--- src/rtl/sp_ram_ctrl.sv ---
// sp_ram_ctrl
// Front end for a single-port RAM. A write channel and a read channel
// (valid/ready each) share the RAM port at one access per cycle. Read data
// returning from the RAM lands in a 3-entry response buffer that the
// consumer drains through its own valid/ready handshake.
//
// Ports
//   clka, rsta             clock shared with the RAM; async active-high reset
//   wr_valid/wr_ready      write request handshake, wr_addr/wr_data payload
//   rd_valid/rd_ready      read request handshake, rd_addr payload
//   rsp_valid/rsp_ready    read response handshake, rsp_data = buffer head
//   ram_ena/ram_wea/ram_addra/ram_dina   drive the RAM port
//   ram_douta              RAM read data, one cycle after a read is issued
module sp_ram_ctrl #(
  parameter int DATA_WIDTH = 32,
  parameter int ADDR_WIDTH = 10
) (
  input  logic                  clka,
  input  logic                  rsta,
  input  logic                  wr_valid,
  output logic                  wr_ready,
  input  logic [ADDR_WIDTH-1:0] wr_addr,
  input  logic [DATA_WIDTH-1:0] wr_data,
  input  logic                  rd_valid,
  output logic                  rd_ready,
  input  logic [ADDR_WIDTH-1:0] rd_addr,
  output logic                  rsp_valid,
  input  logic                  rsp_ready,
  output logic [DATA_WIDTH-1:0] rsp_data,
  output logic                  ram_ena,
  output logic                  ram_wea,
  output logic [ADDR_WIDTH-1:0] ram_addra,
  output logic [DATA_WIDTH-1:0] ram_dina,
  input  logic [DATA_WIDTH-1:0] ram_douta
);

  localparam int DEPTH = 3;

  logic                  last_gnt_q, last_gnt_d;   // 0 = write, 1 = read
  logic                  inflight_q, inflight_d;   // read issued last cycle
  logic [1:0]            wptr_q, wptr_d;
  logic [1:0]            rptr_q, rptr_d;
  logic [1:0]            cnt_q, cnt_d;
  logic [DATA_WIDTH-1:0] fifo_q [DEPTH];

  logic [2:0] occ;
  logic       rd_elig;
  logic       gnt_wr;
  logic       gnt_rd;
  logic       push;
  logic       pop;

  function automatic logic [1:0] ptr_inc(input logic [1:0] p);
    return (p == 2'd2) ? 2'd0 : p + 2'd1;
  endfunction

  always_comb begin
    // Credit check counts the read already in the RAM pipeline so the buffer
    // can never be overrun; only registered terms, so no path from rsp_ready.
    occ     = {1'b0, cnt_q} + {2'b00, inflight_q};
    rd_elig = (occ < 3'd3);

    // Round-robin when both contend: last_gnt picks the other channel.
    gnt_wr  = wr_valid & (~(rd_valid & rd_elig) | last_gnt_q);
    gnt_rd  = rd_valid & rd_elig & (~wr_valid | ~last_gnt_q);

    wr_ready  = gnt_wr;
    rd_ready  = gnt_rd;
    ram_ena   = gnt_wr | gnt_rd;
    ram_wea   = gnt_wr;
    ram_addra = gnt_wr ? wr_addr : rd_addr;
    ram_dina  = wr_data;

    rsp_valid = (cnt_q != 2'd0);
    rsp_data  = fifo_q[0];
    if (rptr_q == 2'd1) begin
      rsp_data = fifo_q[1];
    end else if (rptr_q == 2'd2) begin
      rsp_data = fifo_q[2];
    end

    push = inflight_q;
    pop  = rsp_valid & rsp_ready;

    last_gnt_d = last_gnt_q;
    if (gnt_rd) begin
      last_gnt_d = 1'b1;
    end else if (gnt_wr) begin
      last_gnt_d = 1'b0;
    end
    inflight_d = gnt_rd;

    wptr_d = push ? ptr_inc(wptr_q) : wptr_q;
    rptr_d = pop  ? ptr_inc(rptr_q) : rptr_q;

    cnt_d = cnt_q;
    if (push && !pop) begin
      cnt_d = cnt_q + 2'd1;
    end else if (!push && pop) begin
      cnt_d = cnt_q - 2'd1;
    end
  end

  always_ff @(posedge clka or posedge rsta) begin
    if (rsta) begin
      last_gnt_q <= 1'b1;
      inflight_q <= 1'b0;
      wptr_q     <= 2'd0;
      rptr_q     <= 2'd0;
      cnt_q      <= 2'd0;
    end else begin
      last_gnt_q <= last_gnt_d;
      inflight_q <= inflight_d;
      wptr_q     <= wptr_d;
      rptr_q     <= rptr_d;
      cnt_q      <= cnt_d;
    end
  end

  // RAM data is only valid in the cycle after a read grant; capture it then.
  always_ff @(posedge clka or posedge rsta) begin
    if (rsta) begin
      for (int i = 0; i < DEPTH; i++) begin
        fifo_q[i] <= '0;
      end
    end else if (push) begin
      for (int i = 0; i < DEPTH; i++) begin
        if (wptr_q == 2'(i)) begin
          fifo_q[i] <= ram_douta;
        end
      end
    end
  end

  always_ff @(posedge clka) begin
    if (!rsta) begin
      assert (occ <= 3'd3);
    end
  end

endmodule

--- config.mk ---
export PLATFORM = sky130hd
export DESIGN_NAME = sp_ram_ctrl
export DESIGN_NICKNAME = d
export VERILOG_FILES = /design/src/rtl/sp_ram_ctrl.sv
export SDC_FILE = /design/constraint.sdc
export NUM_CORES = 1
export LEC_CHECK = 0
export BUFFER_PORTS_ARGS = -buffer_cell sky130_fd_sc_hd__buf_2
export CAP_MARGIN = 20
export CORE_ASPECT_RATIO = 1.2
export CORE_UTILIZATION = 46
export CTS_CLUSTER_DIAMETER = 80
export DETAILED_ROUTE_END_ITERATION = 16
export MAX_ROUTING_LAYER = met4
export PLACE_DENSITY = 0.81
export SKIP_CTS_REPAIR_TIMING = 1
export SLEW_MARGIN = 20
export SYNTH_ARGS = -nofsm -noshare
export SYNTH_HDL_FRONTEND = slang
export SYNTH_SLANG_ARGS = --single-unit
--- constraint.sdc ---
create_clock -name clka -period 3.5 [get_ports clka]
set_clock_uncertainty 0.05 [all_clocks]
set_input_delay 0.525 -clock clka [delete_from_list [all_inputs] [get_ports clka]]
set_output_delay 0.525 -clock clka [all_outputs]
set_load 0.05 [all_outputs]
==> impl_metrics.prom <==
# TYPE chip_impl_metric gauge
chip_impl_metric{name="post_synth.cell_area_avg",unit="µm²"} 12.6
chip_impl_metric{name="grt_first_pass_wirelength",unit="µm"} 17100
chip_impl_metric{name="cts-buffers-inserted",unit=""} 9
chip_impl_info{name="cts_root_buf",value="clkbuf_16"} 1
chip_impl_metric{name="synth.mux.area_fraction",unit="%"} 28.0
chip_impl_info{name="outcome",value="finished with violations"} 1
chip_impl_metric{name="port_buffers",unit=""} 103
chip_impl_metric{name="num-fill-cells",unit=""} 939
chip_impl_metric{name="drcViolationCount",unit=""} 15
chip_impl_metric{name="clkTransAtPathRegs",unit="ns"} 0.06
chip_impl_metric{name="ant_nets",unit=""} 0
chip_impl_metric{name="timing_max_transition_violations_final",unit=""} 0
chip_impl_metric{name="clk_latency",unit="ns"} 0.34
chip_impl_metric{name="period_share",unit="%"} 87.0
chip_impl_metric{name="post_synth_design_cell_area",unit="mm²"} 0.00513
chip_impl_metric{name="worst_r2r_path_depth",unit=""} 3
chip_impl_metric{name="ys_seq_area_share",unit="%"} 50.7
chip_impl_metric{name="route.final.wire_length",unit="µm"} 10600
chip_impl_metric{name="synth_seq_cells",unit=""} 104
chip_impl_metric{name="worst_margin_pin_slew",unit="ns"} 0.962
chip_impl_metric{name="synthXorXnorAreaFrac",unit="%"} 0.682
chip_impl_info{name="synth.largest_area_cell",value="dfrtp_1"} 1
chip_impl_metric{name="yosysWarnings",unit=""} 0
chip_impl_metric{name="drtPass1Iterations",unit=""} 12
chip_impl_metric{name="clk_path_buf_depth",unit=""} 2
chip_impl_metric{name="timing_hold_violations_final",unit=""} 0
chip_impl_info{name="grt_setup_unrepaired",value="no"} 1
chip_impl_metric{name="vias_in_the_first_global_route",unit=""} 3518
chip_impl_metric{name="viasPerCell",unit=""} 5.41
chip_impl_info{name="synth_top_family_by_area",value="multiplexers"} 1
chip_impl_metric{name="routedWlPerCell",unit="µm"} 17.5
chip_impl_metric{name="asyncSetResetFlopFracSynth",unit="%"} 100
chip_impl_info{name="r2r_end",value="fifo_q[48]$_DFFE_PP0P_"} 1
chip_impl_metric{name="placed_cell_area",unit="mm²"} 0.00551
chip_impl_metric{name="synth_cell_type_count",unit=""} 31
chip_impl_info{name="most_frequent_cells_after_synthesis",value="dfrtp_1, mux2_2, nor2_1, buf_4, mux2_4"} 1
chip_impl_metric{name="r2r_slack",unit="ns"} 1.49
chip_impl_metric{name="dieArea",unit="mm²"} 0.0116
chip_impl_metric{name="layoutNonFillerInstCount",unit=""} 605
chip_impl_metric{name="track_usage",unit="%"} 19.3
chip_impl_metric{name="synth_cells",unit=""} 408
chip_impl_metric{name="critical_path_arrival",unit="ns"} 2.47
chip_impl_metric{name="final_area",unit="mm²"} 0.00578
chip_impl_metric{name="area_fraction_in_compound_gates_after_synthesis",unit="%"} 6.26
chip_impl_metric{name="critPathMaxStageDelay",unit="ns"} 0.44
chip_impl_info{name="reg2reg_from",value="wptr_q[1]$_DFFE_PP0P_"} 1
chip_impl_metric{name="timing.max_slew.rel_slack",unit="%"} 35.8
chip_impl_info{name="worst_hold_path_type",value="in2async"} 1
chip_impl_info{name="cts_tree",value="done"} 1
chip_impl_metric{name="cp_data_required_time",unit="ns"} 2.92
chip_impl_info{name="yosysMostFrequentCell",value="dfrtp_1"} 1
chip_impl_info{name="ys.flop_type",value="dfrtp_1"} 1
chip_impl_metric{name="antennaDiodeCount",unit=""} 0
chip_impl_metric{name="placementRows",unit=""} 41
chip_impl_info{name="path_cells",value="ha_1, ha_1, and2_1, o41ai_2, buf_4, mux2_2, buf_2"} 1
chip_impl_info{name="worst-setup-path-type",value="reg2out"} 1
chip_impl_info{name="synth_top_cells_by_area",value="dfrtp_1, mux2_2, mux2_4"} 1
chip_impl_metric{name="chipWidth",unit="µm"} 98.5
chip_impl_info{name="cp_top_family",value="adder cells"} 1
chip_impl_metric{name="synth_top_cell_area_share",unit="%"} 50.2
chip_impl_metric{name="floorplan.io_pins",unit=""} 168
chip_impl_metric{name="area_delta_synth_final",unit="%"} 12.6
chip_impl_metric{name="number_of_h_tree_branching_levels",unit=""} 3
chip_impl_metric{name="iteration_0_drc_count_of_the_detailed_router",unit=""} 136
chip_impl_info{name="violations",value="DRC"} 1
chip_impl_metric{name="maximum_number_of_pins_on_one_net_before_global_route_repair",unit=""} 94
chip_impl_metric{name="die_y",unit="µm"} 118
chip_impl_metric{name="core",unit="mm²"} 0.0107
chip_impl_metric{name="worst-path-max-fanout",unit=""} 11
chip_impl_metric{name="critical_path.n_buffers_inverters",unit=""} 2
chip_impl_metric{name="adder_cell_share_of_the_synthesized_area",unit="%"} 0.731
chip_impl_metric{name="post-place-cells",unit=""} 589
chip_impl_metric{name="fmax",unit="GHz"} 0.328
chip_impl_metric{name="crit_path_time_final",unit="ns"} 3.04
chip_impl_metric{name="synth_simple_gate_area_share",unit="%"} 5.85
chip_impl_metric{name="setup_total_negative_slack",unit="ns"} 0
chip_impl_info{name="critical_path.slowest_cell",value="dfrtp_1"} 1
chip_impl_metric{name="setup_violations",unit=""} 0
chip_impl_metric{name="place.detailed.hpwl",unit="µm"} 6920
chip_impl_info{name="timing.critical_path.to_type",value="primary output"} 1
chip_impl_metric{name="overflow",unit=""} 0
chip_impl_metric{name="gp_routability_congestion",unit=""} 0.726
chip_impl_metric{name="synth_edf_count",unit=""} 0
chip_impl_metric{name="grt_antenna_before_repair",unit=""} 0
chip_impl_info{name="cpMostUsedCell",value="ha_1"} 1
chip_impl_metric{name="drive_above_1_share",unit="%"} 50.4
chip_impl_metric{name="maxCapViolCount",unit=""} 0
chip_impl_metric{name="fin_nets",unit=""} 563
chip_impl_info{name="start_kind",value="register"} 1
chip_impl_metric{name="initial_utilization",unit="%"} 48.1
chip_impl_metric{name="vias",unit=""} 3276
chip_impl_metric{name="mappedNetlistNets",unit=""} 500
chip_impl_metric{name="number_of_clock_sinks",unit=""} 104
## cells by family after synthesis
logic type | Yosys count
muxes | 119
DFF | 104
and+or+nand+nor | 64
buffers and inverters | 63
AOI/OAI and AO/OA | 51
xor gates and xnor gates | 4
adders and majority gates | 3
## per-stage QoR
stage | hold slack [ns] | setup WS [ns] | util (%)
after global placement | 0.436 | 0.901 | 51.7
after detailed placement | 0.442 | 0.803 | 51.7
after global routing | 0.356 | 0.337 | 54.2
final | 0.280 | 0.455 | 54.2
after floorplan | 0.423 | 0.194 | -
after CTS | 0.329 | 0.438 | 54.2
## flip-flops by register name (all words and copies together), names as in the netlist
name        count
fifo_q         96
wptr_q          2
inflight_q      1
cnt_q           2
last_gnt_q      1
rptr_q          2
## worst max path at each step
stage	start	end	cells past startpoint
after detailed placement	inflight_q$_DFF_PP0_	ram_addra[5]	7
final	inflight_q$_DFF_PP0_	ram_addra[7]	7
after global placement	inflight_q$_DFF_PP0_	ram_addra[8]	7
after CTS	inflight_q$_DFF_PP0_	ram_addra[5]	7
after global routing	inflight_q$_DFF_PP0_	ram_addra[7]	7
after floorplan	rsta	cnt_q[0]$_DFFE_PP0P_	1
## routing by layer
| metal | wire length (µm) | track usage (%) |
|---|---|---|
| met1 | 4190 | 22.2 |
| met5 | 0 | - |
| met2 | 5690 | 32.7 |
| met3 | 463 | 3.38 |
| met4 | 215 | 8.68 |
## area by class of cell
type	instances	area (µm²)	share of cell area, %
Tap cell	129	161	2.79
Timing Repair Buffer	110	568	9.82
Inverter	5	23.8	0.411
Sequential cell	104	2600	45.0
Clock buffer	10	229	3.96
Multi-Input combinational cell	241	2160	37.4
Clock inverter	6	36.3	0.627
## placed cells by master (no fill, tap or decap), types with 2 or more instances in the layout
cell / n
dfrtp_1: 103
buf_2: 103
mux2_2: 76
nor2_1: 41
mux2_4: 30
o22ai_1: 20
mux2i_1: 13
a21oi_1: 13
nor2b_1: 12
a211oi_1: 12
clkbuf_16: 9
buf_4: 7
clkinv_2: 4
a21o_1: 3
inv_1: 3
nand2b_1: 3
ha_1: 3
xor2_1: 2
## worst register-to-register path, delay by kind of cell, from the launching register on
| kind | cells | cell delay [ns] |
|---|---|---|
| AND/OR/NAND/NOR | 1 | 0.74 |
| multiplexers | 1 | 0.59 |
| flip-flops | 1 | 0.40 |
| buffers and inverters | 1 | 0.11 |
Power is not shown: default switching activity piles up to over one toggle a cycle in this logic, so the estimate is an artifact.
